### config.mk
export PLATFORM = sky130hd
export DESIGN_NAME = cbm2_mem_arbiter
export DESIGN_NICKNAME = d
export VERILOG_FILES = /design/src/rtl/cbm2_pkg.sv /design/src/rtl/cbm2_mem_arbiter.sv
export SDC_FILE = /design/constraint.sdc
export NUM_CORES = 1
export LEC_CHECK = 0
export CORE_MARGIN = 2
export CORE_UTILIZATION = 42
export CTS_CLUSTER_SIZE = 16
export DETAILED_ROUTE_END_ITERATION = 7
export PLACE_DENSITY = 0.81
export SLEW_MARGIN = 20
export SYNTH_ARGS = -nofsm -noshare
export SYNTH_HDL_FRONTEND = slang
export SYNTH_SLANG_ARGS = --single-unit
### constraint.sdc
create_clock -name clk_sys -period 2.1 [get_ports clk_sys]
set_clock_uncertainty 0.05 [all_clocks]
set_input_delay 0.42 -clock clk_sys [delete_from_list [all_inputs] [get_ports clk_sys]]
set_output_delay 0.42 -clock clk_sys [all_outputs]
set_load 0.02 [all_outputs]
### src/rtl/cbm2_pkg.sv
// cbm2_pkg: shared types and constants for the CBM2 memory arbiter
package cbm2_pkg;
  localparam int ADDR_W = 25;
  localparam logic [7:0] TIMEOUT_DATA = 8'hFF;
  typedef enum logic [1:0] {IDLE, ISSUE, WAIT, DONE} state_t;
  typedef enum logic [1:0] {VID, CPU, LD} req_id_t;
endpackage

### src/rtl/cbm2_mem_arbiter.sv
// cbm2_mem_arbiter: video/CPU/loader arbiter onto a single ready-handshake memory port
module cbm2_mem_arbiter
  import cbm2_pkg::*;
#(
  parameter int VID_BURST_MAX = 4,
  parameter int TIMEOUT = 255
) (
  input  logic              clk_sys,
  input  logic              reset,
  input  logic              vid_req,
  input  logic [ADDR_W-1:0] vid_addr,
  output logic              vid_ack,
  input  logic              cpu_req,
  input  logic              cpu_we,
  input  logic [ADDR_W-1:0] cpu_addr,
  input  logic [7:0]        cpu_wdata,
  output logic              cpu_ack,
  input  logic              ld_req,
  input  logic [ADDR_W-1:0] ld_addr,
  input  logic [7:0]        ld_wdata,
  output logic              ld_ack,
  output logic [7:0]        rdata,
  output logic              mem_req,
  output logic              mem_we,
  output logic [ADDR_W-1:0] mem_addr,
  output logic [7:0]        mem_wdata,
  input  logic [7:0]        mem_rdata,
  input  logic              mem_ready,
  output logic              err
);
  localparam int BW = $clog2(VID_BURST_MAX + 1);
  localparam int TW = $clog2(TIMEOUT + 1);
  state_t state;
  req_id_t gnt, pick;
  logic rr_ld, vid_win, timeout;
  logic [BW-1:0] bcnt;
  logic [TW-1:0] wcnt;
  // video loses to a waiting CPU once its burst allowance is spent
  always_comb begin
    vid_win = vid_req && !(cpu_req && bcnt == BW'(VID_BURST_MAX));
    pick = vid_win ? VID : (ld_req && (!cpu_req || rr_ld)) ? LD : CPU;
    timeout = wcnt == TW'(TIMEOUT - 1);
  end
  always_ff @(posedge clk_sys) begin
    if (reset) begin
      state <= IDLE;
      gnt <= VID;
      rr_ld <= 1'b0;
      bcnt <= '0;
      wcnt <= '0;
      err <= 1'b0;
      mem_req <= 1'b0;
      mem_we <= 1'b0;
      mem_addr <= '0;
      mem_wdata <= '0;
      rdata <= '0;
      vid_ack <= 1'b0;
      cpu_ack <= 1'b0;
      ld_ack <= 1'b0;
    end else begin
      case (state)
        IDLE: begin
          if (!cpu_req) bcnt <= '0;
          if (vid_req || cpu_req || ld_req) begin
            state <= ISSUE;
            gnt <= pick;
            mem_req <= 1'b1;
            mem_addr <= pick == VID ? vid_addr : pick == CPU ? cpu_addr : ld_addr;
            mem_we <= pick == LD ? 1'b1 : pick == CPU ? cpu_we : 1'b0;
            mem_wdata <= pick == LD ? ld_wdata : pick == CPU ? cpu_wdata : 8'h00;
            if (pick == VID && cpu_req) bcnt <= bcnt + 1'b1;
            if (pick != VID) begin
              bcnt <= '0;
              rr_ld <= !rr_ld;
            end
          end
        end
        ISSUE: begin
          state <= WAIT;
          mem_req <= 1'b0;
          wcnt <= '0;
        end
        WAIT: begin
          if (mem_ready || timeout) begin
            state <= DONE;
            rdata <= !mem_ready ? TIMEOUT_DATA : mem_we ? 8'h00 : mem_rdata;
            err <= err || !mem_ready;
            vid_ack <= gnt == VID;
            cpu_ack <= gnt == CPU;
            ld_ack <= gnt == LD;
          end else wcnt <= wcnt + 1'b1;
        end
        DONE: begin
          state <= IDLE;
          vid_ack <= 1'b0;
          cpu_ack <= 1'b0;
          ld_ack <= 1'b0;
        end
      endcase
    end
  end
endmodule

==> metrics.md <==
| Metric | Value |
|---|---|
| Tot GR Track Use | 24.1% |
| Via density | 5.47 |
| Syn. warnings | 0 |
| Crit Path Max Fanout | 8 |
| Setup Buffers After CTS | 0 |
| Gr busiest metal | met2 |
| Max VDD drop | 0.485 mV |
| Ports | 153 |
| Total design power | 4.98 mW |
| Maxcap violations | 0 |
| Clk buf depth | 2 |
| Hold EP | mem_wdata[5]$_SDFFE_PP0P_ |
| Synth Flop Type | dfxtp_1 |
| Area of placed instances | 0.00505 sq mm |
| Hold-fix buffers, CTS | 0 |
| R2R setup slack | 0.10 ns |
| Status | finished clean |
| RSZ-0062 raised after global routing | false |
| Die W | 93.0 um |
| WL/cell | 15.8 um |
| Initial core utilization | 43.2% |
| Syn Inst Count | 409 |
| Switching Share | 37.3% |
| Post-synth top area cell | dfxtp_1 |
| Placed cell count | 653 |
| Remaining antenna violation count after routing | 0 |
| Met1 GRT Util | 29.1% |
| Total Nets Final | 676 |
| Hold Crit Depth | 2 |
| RR Startpoint | wcnt[0]$_SDFFE_PP0P_ |
| Final Cell Area | 0.00526 sq mm |
| Seq/Total Area, Yosys | 37.9% |
| Slew Viols, Final | 0 |
| CTS Sinks | 63 |
| Clk root buf | clkbuf_8 |
| Leakage power | 1.97 nW |
| Hold Crit Start | mem_wdata[5]$_SDFFE_PP0P_ |
| Crit path kind | register to register |
| Worst-path clk slew | 0.07 ns |
| Final Hold Viols | 0 |
| Global Route met2 Usage | 41.5% |
| Residual DRC count | 0 |
| Largest net degree at the start of global routing | 65 |
| Clk_lat worst skew | 0.34 ns |
| Commonest cells after routing, fill and taps aside | clkdlybuf4s50_1 (151), dfxtp_1 (63), o21ai_0 (45) |
| IO Port Bufs | 152 |
| Number of enable flip-flop cells after synthesis | 0 |
| Chip Height | 93.0 um |
| Post-layout min period | 2.00 ns |
| Row count | 32 |
| Final setup vio count | 0 |
| Top post-synthesis cells by area | dfxtp_1 (38%), o21ai_0 (6.8%), and3_1 (6.0%) |
| CP Launch Type | register |
| Synth unique cells | 48 |
| Via count | 3661 |
| Routing usage on met3 | 6.04% |
| Pint | 3.12 mW |
| Synthesized area | 0.00332 sq mm |
| Clock network fraction of total power | 21.3% |
| Final RePlAce weighted congestion | 0.845 |
| DRT Wirelength | 10600 um |
| Slew of the pin with the lowest slew margin | 0.660 ns |
| Mapped Nets | 523 |
| Total CTS buffers | 9 |
| WP data arrival | 2.22 ns |
| Worst Path Required | 2.32 ns |
| Flop pwr share | 32.6% |
| CTS tree | done |
| Cell area power density | 947 mW/mm^2 |
| Post-synth ARST share | 0% |
| R2R depth | 6 |
| Layout area overhead | 58.1% |
| Die area | 0.00864 sq mm |
| Final WS setup | 0.101 ns |
| Most common cell after layout, fill and taps aside | clkdlybuf4s50_1 |
| DR iter-0 viols | 116 |
| Pre-CTS WS | -0.437 ns |
| Layout cells sized above 1 | 8.99% |
| Final worst-path cycle share | 95.2% |
| First drt pass iteration count | 5 |
| Mean post-synth cell area | 8.13 sq um |
| Core area | 0.00769 sq mm |
| First-pass GRT wire length | 16800 um |
| # diodes | 0 |
| Vias in the first global route | 3559 |
| Final std cells w/o fill | 669 |
| Switching power | 1.86 mW |
| # H-tree levels | 3 |
| Logic pwr share | 46.0% |
| Hold Path Class | register to register |
| FF-to-FF End | wcnt[4]$_SDFFE_PP0P_ |
| #FFs+latches synth | 63 |
| Overflow after GRT | 0 |
| Area share of the largest cell type after synthesis | 37.9% |
| Crit. End Element | register |
| Worst relative slew slack | 55.9% |
| Fmax | 500 MHz |
| Initial antenna violation count | 0 |
| Detail Placement HPWL | 7890 um |
-- sequential cells by signal (all words and copies together), names as in the netlist, 2 cells and up --
| register | flops |
|---|---|
| bcnt | 3 |
| gnt | 2 |
| mem_addr | 25 |
| mem_wdata | 8 |
| rdata | 8 |
| state | 2 |
| wcnt | 8 |
-- logic make-up after synthesis --
| family | synth area share, % |
|---|---|
| AOI/OAI and AO/OA | 28.4 |
| xor gates and xnor gates | 0.264 |
| adders and majority gates | 3.01 |
| buffers and inverters | 6.40 |
| DFF | 37.9 |
| muxes | 0.640 |
| and+or+nand+nor | 23.4 |
-- what timing repair did --
item	CTS	global route
cloned	0	0
setup endpoints to repair	6	3
gates resized for setup	1	1
-- per-layer routing --
layer	wire length (um)	up-vias
met4	253	0
met2	5220	128
met5	0	-
li1	-	1801
met1	4480	1711
met3	611	21
-- final cells by class --
| class | count | area (sq um) |
|---|---|---|
| clock buffers | 11 | 141 |
| multi-input cells | 295 | 1870 |
| well taps | 102 | 128 |
| repair buffers | 177 | 1740 |
| fillers | 651 | 2430 |
| inverters | 16 | 60.1 |
| clock inverters | 5 | 57.6 |
| flip-flops and latches | 63 | 1260 |
-- worst max path at each step --
stage / to / from / slack [ns]
global route: wcnt[4]$_SDFFE_PP0P_ / wcnt[0]$_SDFFE_PP0P_ / 0.005
finish: wcnt[4]$_SDFFE_PP0P_ / wcnt[0]$_SDFFE_PP0P_ / 0.10
CTS: wcnt[4]$_SDFFE_PP0P_ / wcnt[0]$_SDFFE_PP0P_ / 0.08
global placement: mem_addr[4]$_SDFFE_PP0P_ / cpu_req / -0.29
detailed placement: mem_addr[6]$_SDFFE_PP0P_ / cpu_req / -0.44
floorplan: wcnt[7]$_SDFFE_PP0P_ / state[0]$_SDFFE_PP0P_ / 0.18
-- critical path, cell delays in order, from the launching register on --
cell and delay, ns:
dfxtp_1 0.40, inv_1 0.10, ha_1 0.23, and3_4 0.19, a311o_2 0.45, or3_1 0.36, a21oi_1 0.14
-- power groups by stage --
stage               registers (mW)  clock network (mW)  logic, mW
finish                        1.62                1.06       2.29
global route                  1.66                1.13       2.48
CTS                           1.62                1.07       2.29
detailed placement            1.65                   0       2.28
global placement              1.63                   0       2.22
floorplan                     1.90                   0      0.996
-- metrics by stage --
step	util, %	hold WS [ns]	TNS (ns)
floorplan	-	0.413	0
global placement	65.8	0.390	-5.40
detailed placement	65.8	0.401	-7.17
CTS	68.4	0.412	0
global route	68.4	0.440	0
finish	68.4	0.403	0
-- synth_stat cells, types with 2 or more instances --
| cell | count |
|---|---|
| a211oi_1 | 21 |
| a21boi_0 | 13 |
| a21o_1 | 2 |
| a21oi_1 | 27 |
| a221oi_1 | 8 |
| a22oi_1 | 2 |
| a32oi_1 | 5 |
| and2_1 | 3 |
| and3_1 | 32 |
| buf_2 | 5 |
| buf_6 | 2 |
| clkbuf_1 | 27 |
| dfxtp_1 | 63 |
| ha_1 | 8 |
| inv_1 | 16 |
| nand2_1 | 19 |
| nand2b_1 | 14 |
| nand3_1 | 6 |
| nand3b_1 | 21 |
| nand4_1 | 4 |
| nand4b_1 | 2 |
| nor2_1 | 15 |
| nor3_1 | 4 |
| o211ai_1 | 2 |
| o21a_1 | 2 |
| o21ai_0 | 45 |
| o21ai_1 | 16 |
| o31ai_1 | 2 |
| or2_2 | 2 |
| or3_1 | 3 |
Power figures use the tool's default switching activity.
